===== src/rtl/wb_debug_pkg.sv =====
// Shared constants for the host-side Wishbone debug master: opcodes, status bytes,
// widths and the FSM state encoding.
package wb_debug_pkg;

  localparam int unsigned ADR_W   = 15;
  localparam int unsigned DAT_W   = 8;
  localparam int unsigned CNT_W   = 9;
  localparam int unsigned STATE_W = 4;

  localparam logic [DAT_W-1:0] OP_NOP   = 8'h00;
  localparam logic [DAT_W-1:0] OP_READ  = 8'h01;
  localparam logic [DAT_W-1:0] OP_WRITE = 8'h02;

  localparam logic [DAT_W-1:0] ST_OK      = 8'hA5;
  localparam logic [DAT_W-1:0] ST_TIMEOUT = 8'hEE;
  localparam logic [DAT_W-1:0] ST_BAD_OP  = 8'hEF;

  typedef logic [STATE_W-1:0] state_t;

  localparam state_t S_IDLE    = 4'd0;
  localparam state_t S_ADDR_HI = 4'd1;
  localparam state_t S_ADDR_LO = 4'd2;
  localparam state_t S_LEN     = 4'd3;
  localparam state_t S_WB_REQ  = 4'd4;
  localparam state_t S_RD_TX   = 4'd5;
  localparam state_t S_WR_RX   = 4'd6;
  localparam state_t S_STATUS  = 4'd7;
  localparam state_t S_DRAIN   = 4'd8;

endpackage


===== src/rtl/wb_debug_master_if.sv =====
// Byte-stream host link plus 8-bit classic Wishbone initiator signals.
interface wb_debug_master_if;

  logic [wb_debug_pkg::DAT_W-1:0] rx_data;
  logic                           rx_valid;
  logic                           rx_ready;
  logic [wb_debug_pkg::DAT_W-1:0] tx_data;
  logic                           tx_valid;
  logic                           tx_ready;
  logic [wb_debug_pkg::ADR_W-1:0] wb_adr_o;
  logic [wb_debug_pkg::DAT_W-1:0] wb_dat_o;
  logic [wb_debug_pkg::DAT_W-1:0] wb_dat_i;
  logic                           wb_we_o;
  logic                           wb_sel_o;
  logic                           wb_stb_o;
  logic                           wb_cyc_o;
  logic                           wb_ack_i;

  modport master (
    input  rx_data, rx_valid, tx_ready, wb_dat_i, wb_ack_i,
    output rx_ready, tx_data, tx_valid,
           wb_adr_o, wb_dat_o, wb_we_o, wb_sel_o, wb_stb_o, wb_cyc_o
  );

  modport slave (
    output rx_data, rx_valid, tx_ready, wb_dat_i, wb_ack_i,
    input  rx_ready, tx_data, tx_valid,
           wb_adr_o, wb_dat_o, wb_we_o, wb_sel_o, wb_stb_o, wb_cyc_o
  );

endinterface


===== src/rtl/wb_debug_master.sv =====
// Converts host command frames (opcode, addr_hi, addr_lo, len, data) into single
// classic Wishbone cycles and returns read data plus a status byte.
module wb_debug_master
  import wb_debug_pkg::*;
#(
  parameter int unsigned TIMEOUT_CYCLES = 1024
) (
  input  logic               clk,
  input  logic               reset,
  wb_debug_master_if.master  bus,
  output logic               busy
);

  localparam int unsigned      TMO_W    = (TIMEOUT_CYCLES > 2) ? $clog2(TIMEOUT_CYCLES) : 1;
  localparam logic [TMO_W-1:0] TMO_LAST = TMO_W'(TIMEOUT_CYCLES - 1);

  state_t           state_q, state_d;
  logic [ADR_W-1:0] adr_q, adr_d;
  logic [DAT_W-1:0] dat_q, dat_d;
  logic             we_q, we_d;
  logic             stb_q, stb_d;
  logic [CNT_W-1:0] cnt_q, cnt_d;
  logic [TMO_W-1:0] tmo_q, tmo_d;
  logic             write_q, write_d;
  logic             drain_q, drain_d;
  logic [DAT_W-1:0] tx_data_q, tx_data_d;
  logic             tx_valid_q, tx_valid_d;
  logic             rx_ready_q, rx_ready_d;
  logic             busy_q, busy_d;
  logic             rx_fire;
  logic             tx_fire;

  assign rx_fire = bus.rx_valid && rx_ready_q;
  assign tx_fire = tx_valid_q && bus.tx_ready;

  // Next-state and next-output logic; every register holds unless a state acts on it
  always_comb begin
    state_d    = state_q;
    adr_d      = adr_q;
    dat_d      = dat_q;
    we_d       = we_q;
    stb_d      = stb_q;
    cnt_d      = cnt_q;
    tmo_d      = tmo_q;
    write_d    = write_q;
    drain_d    = drain_q;
    tx_data_d  = tx_data_q;
    tx_valid_d = tx_valid_q;

    case (state_q)
      S_IDLE: begin
        if (rx_fire) begin
          drain_d = 1'b0;
          if (bus.rx_data == OP_READ || bus.rx_data == OP_WRITE) begin
            write_d = (bus.rx_data == OP_WRITE);
            state_d = S_ADDR_HI;
          end else if (bus.rx_data != OP_NOP) begin
            tx_data_d  = ST_BAD_OP;
            tx_valid_d = 1'b1;
            state_d    = S_STATUS;
          end
        end
      end
      S_ADDR_HI: begin
        if (rx_fire) begin
          adr_d   = {bus.rx_data[6:0], adr_q[7:0]};
          state_d = S_ADDR_LO;
        end
      end
      S_ADDR_LO: begin
        if (rx_fire) begin
          adr_d   = {adr_q[14:8], bus.rx_data};
          state_d = S_LEN;
        end
      end
      S_LEN: begin
        if (rx_fire) begin
          cnt_d = (bus.rx_data == '0) ? CNT_W'(256) : CNT_W'(bus.rx_data);
          if (write_q) begin
            state_d = S_WR_RX;
          end else begin
            stb_d   = 1'b1;
            we_d    = 1'b0;
            tmo_d   = '0;
            state_d = S_WB_REQ;
          end
        end
      end
      S_WR_RX: begin
        if (rx_fire) begin
          dat_d   = bus.rx_data;
          stb_d   = 1'b1;
          we_d    = 1'b1;
          tmo_d   = '0;
          state_d = S_WB_REQ;
        end
      end
      S_WB_REQ: begin
        // An ack on the last allowed cycle takes priority over the timeout
        if (bus.wb_ack_i) begin
          stb_d = 1'b0;
          we_d  = 1'b0;
          adr_d = adr_q + ADR_W'(1);
          cnt_d = cnt_q - CNT_W'(1);
          if (!write_q) begin
            tx_data_d  = bus.wb_dat_i;
            tx_valid_d = 1'b1;
            state_d    = S_RD_TX;
          end else if (cnt_q == CNT_W'(1)) begin
            tx_data_d  = ST_OK;
            tx_valid_d = 1'b1;
            state_d    = S_STATUS;
          end else begin
            state_d = S_WR_RX;
          end
        end else if (tmo_q == TMO_LAST) begin
          stb_d      = 1'b0;
          we_d       = 1'b0;
          cnt_d      = cnt_q - CNT_W'(1);
          drain_d    = write_q;
          tx_data_d  = ST_TIMEOUT;
          tx_valid_d = 1'b1;
          state_d    = S_STATUS;
        end else begin
          tmo_d = tmo_q + TMO_W'(1);
        end
      end
      S_RD_TX: begin
        if (tx_fire) begin
          if (cnt_q == '0) begin
            tx_data_d = ST_OK;
            state_d   = S_STATUS;
          end else begin
            tx_valid_d = 1'b0;
            stb_d      = 1'b1;
            tmo_d      = '0;
            state_d    = S_WB_REQ;
          end
        end
      end
      S_STATUS: begin
        if (tx_fire) begin
          tx_valid_d = 1'b0;
          drain_d    = 1'b0;
          state_d    = (drain_q && cnt_q != '0) ? S_DRAIN : S_IDLE;
        end
      end
      S_DRAIN: begin
        if (rx_fire) begin
          cnt_d = cnt_q - CNT_W'(1);
          if (cnt_q == CNT_W'(1)) state_d = S_IDLE;
        end
      end
      default: state_d = S_IDLE;
    endcase

    rx_ready_d = (state_d == S_IDLE)  || (state_d == S_ADDR_HI) ||
                 (state_d == S_ADDR_LO) || (state_d == S_LEN) ||
                 (state_d == S_WR_RX) || (state_d == S_DRAIN);
    busy_d     = (state_d != S_IDLE);
  end

  // State and registered outputs; reset drops stb/cyc and any pending tx byte at once
  always_ff @(posedge clk or posedge reset) begin
    if (reset) begin
      state_q    <= S_IDLE;
      adr_q      <= '0;
      dat_q      <= '0;
      we_q       <= 1'b0;
      stb_q      <= 1'b0;
      cnt_q      <= '0;
      tmo_q      <= '0;
      write_q    <= 1'b0;
      drain_q    <= 1'b0;
      tx_data_q  <= '0;
      tx_valid_q <= 1'b0;
      rx_ready_q <= 1'b0;
      busy_q     <= 1'b0;
    end else begin
      state_q    <= state_d;
      adr_q      <= adr_d;
      dat_q      <= dat_d;
      we_q       <= we_d;
      stb_q      <= stb_d;
      cnt_q      <= cnt_d;
      tmo_q      <= tmo_d;
      write_q    <= write_d;
      drain_q    <= drain_d;
      tx_data_q  <= tx_data_d;
      tx_valid_q <= tx_valid_d;
      rx_ready_q <= rx_ready_d;
      busy_q     <= busy_d;
    end
  end

  assign bus.rx_ready = rx_ready_q;
  assign bus.tx_data  = tx_data_q;
  assign bus.tx_valid = tx_valid_q;
  assign bus.wb_adr_o = adr_q;
  assign bus.wb_dat_o = dat_q;
  assign bus.wb_we_o  = we_q;
  assign bus.wb_stb_o = stb_q;
  assign bus.wb_cyc_o = stb_q;
  assign bus.wb_sel_o = stb_q;
  assign busy         = busy_q;

endmodule


===== src/flat_wrapper.sv =====
// flat-port wrapper written by rule: the top's interface ports become plain ports
module wb_debug_master_flat import wb_debug_pkg::*;
#(
  parameter int unsigned TIMEOUT_CYCLES = 1024
)
  (clk, reset, busy, bus_rx_data, bus_rx_valid, bus_tx_ready, bus_wb_dat_i, bus_wb_ack_i, bus_rx_ready, bus_tx_data, bus_tx_valid, bus_wb_adr_o, bus_wb_dat_o, bus_wb_we_o, bus_wb_sel_o, bus_wb_stb_o, bus_wb_cyc_o);
  wb_debug_master_if bus_i ();
  input  logic clk;
  input  logic reset;
  output logic busy;
  input wire logic [$bits(bus_i.rx_data)-1:0] bus_rx_data;
  input wire logic [$bits(bus_i.rx_valid)-1:0] bus_rx_valid;
  input wire logic [$bits(bus_i.tx_ready)-1:0] bus_tx_ready;
  input wire logic [$bits(bus_i.wb_dat_i)-1:0] bus_wb_dat_i;
  input wire logic [$bits(bus_i.wb_ack_i)-1:0] bus_wb_ack_i;
  output wire logic [$bits(bus_i.rx_ready)-1:0] bus_rx_ready;
  output wire logic [$bits(bus_i.tx_data)-1:0] bus_tx_data;
  output wire logic [$bits(bus_i.tx_valid)-1:0] bus_tx_valid;
  output wire logic [$bits(bus_i.wb_adr_o)-1:0] bus_wb_adr_o;
  output wire logic [$bits(bus_i.wb_dat_o)-1:0] bus_wb_dat_o;
  output wire logic [$bits(bus_i.wb_we_o)-1:0] bus_wb_we_o;
  output wire logic [$bits(bus_i.wb_sel_o)-1:0] bus_wb_sel_o;
  output wire logic [$bits(bus_i.wb_stb_o)-1:0] bus_wb_stb_o;
  output wire logic [$bits(bus_i.wb_cyc_o)-1:0] bus_wb_cyc_o;
  assign bus_i.rx_data = bus_rx_data;
  assign bus_i.rx_valid = bus_rx_valid;
  assign bus_i.tx_ready = bus_tx_ready;
  assign bus_i.wb_dat_i = bus_wb_dat_i;
  assign bus_i.wb_ack_i = bus_wb_ack_i;
  assign bus_rx_ready = bus_i.rx_ready;
  assign bus_tx_data = bus_i.tx_data;
  assign bus_tx_valid = bus_i.tx_valid;
  assign bus_wb_adr_o = bus_i.wb_adr_o;
  assign bus_wb_dat_o = bus_i.wb_dat_o;
  assign bus_wb_we_o = bus_i.wb_we_o;
  assign bus_wb_sel_o = bus_i.wb_sel_o;
  assign bus_wb_stb_o = bus_i.wb_stb_o;
  assign bus_wb_cyc_o = bus_i.wb_cyc_o;
  wb_debug_master #(.TIMEOUT_CYCLES(TIMEOUT_CYCLES)) u_core (.clk(clk), .reset(reset), .bus(bus_i), .busy(busy));
endmodule

===== config.mk =====
export PLATFORM = sky130hd
export DESIGN_NAME = wb_debug_master_flat
export DESIGN_NICKNAME = d
export VERILOG_FILES = /design/src/rtl/wb_debug_pkg.sv /design/src/rtl/wb_debug_master_if.sv /design/src/rtl/wb_debug_master.sv /design/src/flat_wrapper.sv
export SDC_FILE = /design/constraint.sdc
export NUM_CORES = 1
export LEC_CHECK = 0
export CELL_PAD_IN_SITES_DETAIL_PLACEMENT = 0
export CELL_PAD_IN_SITES_GLOBAL_PLACEMENT = 2
export CORE_MARGIN = 5
export CORE_UTILIZATION = 36
export CTS_BUF_LIST = sky130_fd_sc_hd__clkbuf_2
export DETAILED_ROUTE_END_ITERATION = 10
export GPL_TIMING_DRIVEN = 0
export PLACE_DENSITY = 0.94
export SLEW_MARGIN = 20
export SYNTH_ARGS = -nofsm -noshare
export SYNTH_HDL_FRONTEND = slang
export SYNTH_SLANG_ARGS = --single-unit

===== constraint.sdc =====
create_clock -name clk -period 5.2 [get_ports clk]
set_clock_uncertainty 0.05 [all_clocks]
set_input_delay 1.56 -clock clk [delete_from_list [all_inputs] [get_ports clk]]
set_output_delay 1.56 -clock clk [all_outputs]
set_load 0.02 [all_outputs]

==> results.md, run 1 <==
- The flow ran to the end, and the final reports show no timing, DRC or antenna violations.
- Setup repair after global routing left no endpoint under its margin.
- The TritonCTS buffer count is 9.
- For this block, the initial DRC count from the detailed router was 281.
- The antenna diode instance count is 0.
- The peak ir drop on the vdd network is around 0.20 mV.
- At the worst endpoint, the arrival time is 4030 ps.
- Setup total negative slack on the finished layout was measured at 0 ps.
- In this run the core area contains 37 standard-cell rows.
- For this run, design rule violations remaining after detail routing come to 0.
- The number of nets in the synthesized netlist is 455.
- The number of flip-flops and latches in the synthesized netlist is 61.
- Global routing used 17.44% of the available tracks.
- The die outline width is 111.2 microns.
- The first global-routing pass estimated 17.64 mm of wire.
- The clock tree from TritonCTS is done.
- In this run the power density over the cells is 546.4 mW/mm^2.
- For the worst setup path, the data required time is ~5600 ps.
- The time the worst path needs with I/O delays and setup is 3647 ps.
- The tree built by TritonCTS fans out to 61 sinks.
- The register share of total power is 31.7%.
- The critical path startpoint category is a primary input.
- Among cell families on the critical path, the largest total delay comes from buffers and inverters.
- The first detailed-routing pass took 5 iterations.
- The final-layout fill cell count is 999.
- The final count of negative-setup-slack endpoints is 0.
- The initial antenna violation count is 0.
- The synthesized netlist contains 61 unique library cells.
- The sequential fraction of the synthesis area is 41.38%.
- The detail route stage leaves a number of antenna-violating nets equal to 0.
- By count the netlist is led by sky130_fd_sc_hd__dfrtp_1 (61), sky130_fd_sc_hd__o21ai_0 (46), sky130_fd_sc_hd__nor2_1 (44).
- The internal power of the cells totals 0.001311 W.
- The floorplan step defined a die boundary enclosing 0.01237 sq mm.
- The synthesized netlist devotes 23.03% of its cell area to simple gates.
- The detail-routed net length per standard cell is 17.00 microns.
- The path class of the lowest-slack min-delay path is reg2reg.
- On the critical path, the stage with the largest delay is an instance of sky130_fd_sc_hd__nor3_1.
- The total length of routed wires is approximately 11 mm.
- For this run, the slowest stage of the critical path takes 580 ps.
- The synthesized netlist cell count is 429.
- The top flip-flop cell by instance count after synthesis is sky130_fd_sc_hd__dfrtp_1.
- The number of hold buffers added after CTS was 0.
- The net count of the finished layout is roughly 520.
- The final-report max-slew violation count is 0.
- The top fanout value on the critical path is 10.
- The total area inside the core boundary comes to roughly 0.010 sq mm.
- The buffer type at the clock tree root is sky130_fd_sc_hd__clkbuf_2.
- The final count of hold timing violations is 0.
- In this run the worst setup path terminates at u_core.bus.wb_adr_o[8].
- The critical path contains buffers and inverters numbering 3 combined.
- The latest clock arrival within the worst-skew pair is 520 ps.
- The average instance in the mapped netlist occupies 8.598 sq um.
- At the pin with the least slew margin, the transition time is 1038 ps.
- In this run the critical register-to-register path is launched from u_core.cnt_q[0].
- The via count of the first global-routing pass is 3426.
- The overall overflow remaining after global route is 0.
- After clock tree synthesis, the clock-pin slew on the worst setup and hold paths is between 150 and 200 ps.
- Yosys printed 0 warnings.
- For this run, asynchronously set or reset flops after synthesis account for 100.0%.
- After synthesis, the largest family of logic cells by area is simple AND/OR/NAND/NOR gates.
- The worst flop-to-flop path endpoint is u_core.tmo_q[3].
- The analysis attributes to net switching a power of about 0.0012 W.
- The reg2reg setup slack is about 2500 ps.
- The worst pin sits at a relative slew slack of 30.25%.
- The portion of synthesized area spent on multiplexers is approximately 3.7%.
- The depth of the worst register-to-register path is 8.
- For this design the top-level I/O count stands at 59.
- The fraction of power consumed by the clock network is 12.2%.
- Detailed placement ended at an HPWL of 7.752 mm.
- During placement, the flow inserted port buffers numbering 56.
- The type of element capturing the critical path is a flop.
- Using the TritonRoute via totals, the vias-per-cell ratio works out to around 5.5.
- The via total after detailed routing is 3525.
- The critical path is of the in2reg type.
- Yosys mapped a number of flops with a built-in enable equal to 0.
- The share of synthesized cell area in full adder, half adder and majority cells is 1.696%.
- The worst setup path startpoint is bus_rx_valid.
- The share of the core filled with cells is between 40% and 50%.
- The number of buffers on the longest clock path is 2.
- The number of setup buffers added after CTS is 0.
- The quantity of gates resized following cts is 0.
- The die extent in y is 111.2 microns.
- The cell that appears most often on the critical path is sky130_fd_sc_hd__clkbuf_1.
- Of all cell types, the one taking the most synthesized area is sky130_fd_sc_hd__dfrtp_1.
- The highest clock frequency the design can meet is 274.2 MHz.
- The leakage power is 1.805 nW.
- The relative area change from synthesis to final layout is 23.30%.
- The power share of the combinational group is 56.1%.
- The critical path crosses 9 cells after its start point.
- Net switching is 47.25% of the power.
- The placer congestion estimate is 0.9120.
- The initial cell density of the core is between 30% and 40%.
- Summing the areas of all compound-gate instances in the mapped netlist gives 22.18% of the synthesized area.
- The mapped cell area is 0.003689 sq mm.
- Dividing the final minimum period by the clock period gives 70.13%.
- The overall power after layout is 0.002485 W.
- Traced cell by cell, the critical path runs through clkdlybuf4s50_1 -> and2_1 -> clkbuf_1 -> nand2_1 -> a2bb2oi_1 -> nor3_1 -> clkbuf_1 -> a21oi_1 -> a31oi_1.
- Entering global routing, the biggest net connects 32 pins.
- CTS built an H-tree with a depth of 3.
- After synthesis, the cell types taking the most area are sky130_fd_sc_hd__dfrtp_1 (41%), sky130_fd_sc_hd__o21ai_0 (6.2%), sky130_fd_sc_hd__nor2_1 (4.5%), sky130_fd_sc_hd__nand2_1 (4.2%), sky130_fd_sc_hd__a21oi_1 (4.1%).
- The max-capacitance violation count is 0.
- Of the cells placed in the final design, the portion with a size suffix greater than 1 is 9.363%.
- The most used standard cell by instance count after synthesis is sky130_fd_sc_hd__dfrtp_1.
- Of the total synthesized cell area, the portion taken by XOR and XNOR cells is 2.374%.
- The area fraction of the dominant cell type after synthesis is 41.38%.
flip-flops by register name (all words and copies together), names as in the netlist:
register,cells
u_core.bus.wb_adr_o,15
u_core.drain_q,1
u_core.bus.tx_data,8
u_core.bus.wb_cyc_o,1
u_core.tmo_q,10
u_core.busy,1
u_core.cnt_q,9
u_core.state_q,4
u_core.write_q,1
u_core.bus.wb_dat_o,8
u_core.bus.rx_ready,1
u_core.bus.wb_we_o,1
u_core.bus.tx_valid,1
stage by stage:
stage               setup slack, ps  hold slack [ps]  area, sq um  cells
global placement              847.3            428.8         4419    621
floorplan                      2040            417.8         3689    429
CTS                            1619            471.8         4548    638
finish                         1553            469.5         4548    638
global route                   1373            489.3         4548    638
detailed placement             1060            435.8         4442    622
cells by family (layout without fill, tap and decap cells):
logic type,Yosys count,in the layout
flip-flops,61,61
XOR/XNOR,10,10
AND/OR/NAND/NOR,163,163
multiplexers,12,12
buffers and inverters,49,122
AO/OA/AOI/OAI,129,129
adder cells (fa/ha/maj),5,5
final cells by class:
type	instances	area (sq um)	area share (%)
Multi-Input combinational cell	319	1953	42.94
Sequential cell	61	1526	33.56
Timing Repair Buffer	57	580.6	12.76
Tap cell	136	170.2	3.741
Buffer	29	133.9	2.944
Inverter	20	77.57	1.706
Clock buffer	11	55.05	1.210
Clock inverter	5	51.30	1.128
placed cells by master, fill, tap and decap left out, types with 4 or more instances in the layout:
master | synthesis | routed
sky130_fd_sc_hd__a31oi_1 | 12 | 12
sky130_fd_sc_hd__xnor2_1 | 8 | 8
sky130_fd_sc_hd__and2_1 | 5 | 5
sky130_fd_sc_hd__clkdlybuf4s50_1 | 0 | 56
sky130_fd_sc_hd__mux2_2 | 8 | 8
sky130_fd_sc_hd__a22oi_1 | 4 | 4
sky130_fd_sc_hd__clkbuf_1 | 19 | 19
sky130_fd_sc_hd__nor2_1 | 44 | 44
sky130_fd_sc_hd__o21ai_0 | 46 | 46
sky130_fd_sc_hd__inv_1 | 20 | 19
sky130_fd_sc_hd__nand2_1 | 41 | 41
sky130_fd_sc_hd__nand4_1 | 5 | 5
sky130_fd_sc_hd__a21oi_1 | 30 | 30
sky130_fd_sc_hd__nor4_1 | 11 | 11
sky130_fd_sc_hd__and3_1 | 6 | 6
sky130_fd_sc_hd__dfrtp_1 | 61 | 61
sky130_fd_sc_hd__ha_1 | 5 | 5
sky130_fd_sc_hd__buf_2 | 5 | 5
sky130_fd_sc_hd__nor3_1 | 13 | 13
sky130_fd_sc_hd__nand3_1 | 11 | 11
sky130_fd_sc_hd__o31ai_1 | 4 | 4
sky130_fd_sc_hd__clkbuf_2 | 0 | 11
sky130_fd_sc_hd__nor3b_1 | 4 | 4
metal layers:
| metal | vias up | global-route usage (%) | part of all wire (%) |
|---|---|---|---|
| met2 | 101 | 27.38 | 45 |
| met1 | 1705 | 23.60 | 47 |
| li1 | 1689 | - | - |
| met4 | 0 | 6.083 | 2.3 |
| met5 | - | 0 | 0 |
| met3 | 30 | 4.039 | 5.3 |
how the worst min path moves through the flow:
stage | slack, ps | start | cells past startpoint | end
floorplan | 420 | u_core.tmo_q[0] | 1 | u_core.tmo_q[0]
global placement | 430 | u_core.bus.tx_data[2] | 1 | u_core.bus.tx_data[2]
detailed placement | 440 | u_core.bus.tx_data[7] | 1 | u_core.bus.tx_data[7]
CTS | 470 | u_core.bus.tx_data[7] | 1 | u_core.bus.tx_data[7]
global route | 490 | u_core.bus.tx_data[7] | 1 | u_core.bus.tx_data[7]
finish | 470 | u_core.bus.tx_data[7] | 1 | u_core.bus.tx_data[7]
power by group through the flow:
stage | sequential (W) | clock (W) | combinational (W)
floorplan | 0.000900 | 0 | 0.000781
global placement | 0.000793 | 0 | 0.00137
detailed placement | 0.000798 | 0 | 0.00139
CTS | 0.000788 | 0.000310 | 0.00139
global route | 0.000818 | 0.000330 | 0.00153
finish | 0.000789 | 0.000303 | 0.00139
(Power assumes the default switching activity.)
==> inputs of run 2 (changes only) <==
--- a/config.mk
+++ b/config.mk
@@ -8,11 +8,11 @@
 export CELL_PAD_IN_SITES_DETAIL_PLACEMENT = 0
 export CELL_PAD_IN_SITES_GLOBAL_PLACEMENT = 2
 export CORE_MARGIN = 5
-export CORE_UTILIZATION = 36
+export CORE_UTILIZATION = 33
 export CTS_BUF_LIST = sky130_fd_sc_hd__clkbuf_2
 export DETAILED_ROUTE_END_ITERATION = 10
 export GPL_TIMING_DRIVEN = 0
-export PLACE_DENSITY = 0.94
+export PLACE_DENSITY = 0.87
 export SLEW_MARGIN = 20
 export SYNTH_ARGS = -nofsm -noshare
 export SYNTH_HDL_FRONTEND = slang
==> constraint.sdc (replaced) <==
create_clock -name clk -period 3.6 [get_ports clk]
set_clock_uncertainty 0.05 [all_clocks]
set_input_delay 1.08 -clock clk [delete_from_list [all_inputs] [get_ports clk]]
set_output_delay 1.08 -clock clk [all_outputs]
set_load 0.02 [all_outputs]
==> run 2 against run 1 <==
Clock power increased by 65%. Critical endpoint is now u_core.bus.wb_adr_o[9]. Largest power group unchanged. Largest cell class unchanged. Register-to-register slack got worse by 1500 ps. Core utilization decreased by 2.8 points. Worst hold slack about the same. Clock-buffer cell count unchanged.
==> results.md, run 2 (same netlist as run 1, synthesis figures left out) <==
- The worst setup margin is about 520 ps.
- The relative area change from synthesis to final layout is 24.08%.
- The worst-margin pin slew is 1044 ps.
- At the later pin of the worst-skew pair, clock insertion delay measures 520 ps.
- Data on the critical path arrives at its endpoint at 3490 ps.
- The via count of the first global-routing pass is about 3500.
- TritonCTS built the clock tree.
- The final-report max-slew violation count is 0.
- The initial cell density of the core is 33.88%.
- Buffers placed on the I/O ports in this run total 56.
- The count of cells in the finished layout, fillers not included, comes to 642.
- The H-tree was split into 3 levels.
- The overall track demand over capacity in global routing is 17.32%.
- After the first detailed-routing iteration, the DRC count stood at approximately 230.
- The remaining antenna violation count is 0.
- Sequential cells account for 31.2% of the total power.
- The via total after detailed routing is 3500.
- Entering global routing, the biggest net connects 33 pins.
- For the worst setup path, the data required time is 4010 ps.
- Leaving out fill and tap cells, the most frequent cell in the layout is sky130_fd_sc_hd__dfrtp_1.
- The placer congestion estimate is roughly 0.95.
- In this run the tightest slew margin relative to its limit is between 20 and 30%.
- The first global-routing pass estimated ~18 mm of wire.
- The register with the most flip-flops in the layout has 15 of them.
- In this run, CTS created clock tree buffers numbering 9.
- The clock sink total is just over 60.
- The total of hold buffers inserted after clock tree synthesis is 0.
- For this run, the post-layout net count is 523.
- The number of antenna diodes in the final layout is 0.
- The number of core rows is 38.
- The overall overflow remaining after global route is 0.
- Static timing analysis puts the maximum clock frequency at 324.5 MHz.
- In the final layout, the share of cells above drive strength 1 is 9.163%.
- The initial antenna violation count is 0.
- The overall power after layout is 0.003652 W.
- The total net switching power is 0.001688 W.
- STA classifies the critical path startpoint as a primary input.
- The worst register-to-register path begins at u_core.cnt_q[0].
- Setup violations remaining at the end of the flow were counted as 0.
- The die extent in y is 115.7 microns.
- The residual DRC count is 0.
- For the worst flop-to-flop path, the logic depth is 9.
- The worst register-to-register path ends at u_core.tmo_q[8].
- The total power density per cell area is between 700 and 800 mW/mm^2.
- Clock tree synthesis selected as its root buffer the cell sky130_fd_sc_hd__clkbuf_2.
- The worst setup path category is in2reg.
- In this run the worst setup path terminates at u_core.bus.wb_adr_o[9].
- The period utilization is 85.60%.
- The die outline width is 115.7 microns.
- The final count of hold timing violations was 0.
- In this run the worst setup path begins at bus_rx_valid.
- The time the worst path needs with I/O delays and setup is slightly above 3000 ps.
- The leakage power is approximately 1.8 nW.
- The iteration count of the initial detailed-routing pass is 5.
- Timing analysis after detailed placement gives a worst setup slack of -13.65 ps.
- The cell-internal power is 0.001964 W.
- The floorplan die area is 0.01339 sq mm.
- The min-delay analysis places its worst path in the category reg2reg.
- The library cells used most frequently in the layout, excluding fill and tap cells, are sky130_fd_sc_hd__dfrtp_1 (61), sky130_fd_sc_hd__clkdlybuf4s50_1 (56), sky130_fd_sc_hd__o21ai_0 (46).
- The type of element capturing the critical path is a flop.
- The setup fix buffers added after clock tree synthesis is 0.
- The wire-length estimate of the detail-placed layout is 8.046 mm.
- Setup repair after global routing left no endpoint under its margin.
- The top fanout value on the critical path is 10.
- The number of top-level design ports is 59.
- Of the total power, the clock network draws 13.7%.
- The run finished with clean final reports.
- The worst-case hold slack is 469.4 ps.
- Combinational cells account for 55.1% of the total power.
- The detail-routed net length per standard cell is 17.14 microns.
- Counting tap cells, the placed design contains a total of between 600 and 700 instances.
- The quantity of gates resized following cts is 0.
- Across the run, the number of max-cap violations was 0.
- The peak ir drop on the vdd network is 0.3618 mV.
- The clock slew seen by the registers of the worst setup and hold paths is between 150 and 200 ps.
- Setup slack on the worst reg-to-reg path comes out at 950 ps.
- After detailed routing, the number of vias per cell comes to ~5.5.
- The area of the placeable core is around 0.011 sq mm.
- Net switching is a little under half of the power.
- The longest clock path from root to sink contains 2 buffers.
- The final layout contains routed wiring with a total length of 11.00 mm.
-- run 2: cell type report --
cell class	count	area (sq um)
buffer	29	133.9
clock buffer	11	55.05
clock inverter	5	75.07
fill	1111	6311
inverter	20	77.57
multi-input combinational	319	1953
sequential	61	1526
tap	140	175.2
timing repair buffer	57	580.6
-- run 2: how the worst min path moves through the flow --
| stage | end | cells after the start | startpoint | slack, ps |
|---|---|---|---|---|
| after global routing | u_core.bus.tx_data[5] | 1 | u_core.bus.tx_data[5] | 500 |
| after CTS | u_core.bus.tx_data[7] | 1 | u_core.bus.tx_data[7] | 470 |
| after floorplan | u_core.tmo_q[0] | 1 | u_core.tmo_q[0] | 420 |
| after detailed placement | u_core.bus.tx_data[7] | 1 | u_core.bus.tx_data[7] | 440 |
| final | u_core.bus.tx_data[7] | 1 | u_core.bus.tx_data[7] | 470 |
| after global placement | u_core.bus.tx_data[2] | 1 | u_core.bus.tx_data[2] | 430 |
-- run 2: layer usage --
metal / vias up / share of wire (%) / wire length, microns / track usage, %
met5: - / 0 / 0 / 0
met2: 118 / 45 / 4919 / 26.85
met4: 0 / 1.5 / 168 / 5.491
met1: 1678 / 47 / 5140 / 24.09
met3: 15 / 7.0 / 774 / 4.021
li1: 1689 / - / - / -
-- run 2: power by group through the flow --
stage | registers (W) | logic (W) | clock network (W)
finish | 0.00114 | 0.00201 | 0.000499
global route | 0.00119 | 0.00223 | 0.000543
CTS | 0.00114 | 0.00202 | 0.000513
detailed placement | 0.00116 | 0.00202 | 0
global placement | 0.00115 | 0.00200 | 0
floorplan | 0.00130 | 0.00113 | 0
-- run 2: critical path, cell delays in order --
cell                              delay (ps)
sky130_fd_sc_hd__clkdlybuf4s50_1         490
sky130_fd_sc_hd__and2_1                  130
sky130_fd_sc_hd__clkbuf_1                340
sky130_fd_sc_hd__nand2_1                 130
sky130_fd_sc_hd__a2bb2oi_1               150
sky130_fd_sc_hd__nor3_1                  480
sky130_fd_sc_hd__clkbuf_1                420
sky130_fd_sc_hd__a21oi_1                 120
sky130_fd_sc_hd__a31oi_1                 150
-- run 2: stage by stage --
stage          setup TNS, ps  util [%]  cell area, sq um
2_1_floorplan              0         -              3689
3_3_place_gp          -17770     40.63              4424
3_5_place_dp          -13.65     40.84              4447
4_1_cts                    0     42.04              4577
5_1_grt                    0     42.04              4577
6_report                   0     42.04              4577
==> inputs of run 3 (changes only) <==
--- a/config.mk
+++ b/config.mk
@@ -5,6 +5,8 @@
 export SDC_FILE = /design/constraint.sdc
 export NUM_CORES = 1
 export LEC_CHECK = 0
+export ABC_CLOCK_PERIOD_IN_PS = 3600
+export CAP_MARGIN = 20
 export CELL_PAD_IN_SITES_DETAIL_PLACEMENT = 0
 export CELL_PAD_IN_SITES_GLOBAL_PLACEMENT = 2
 export CORE_MARGIN = 5
==> results of run 3 <==
The final DEF is identical to that of run 2; final timing and power are the same.
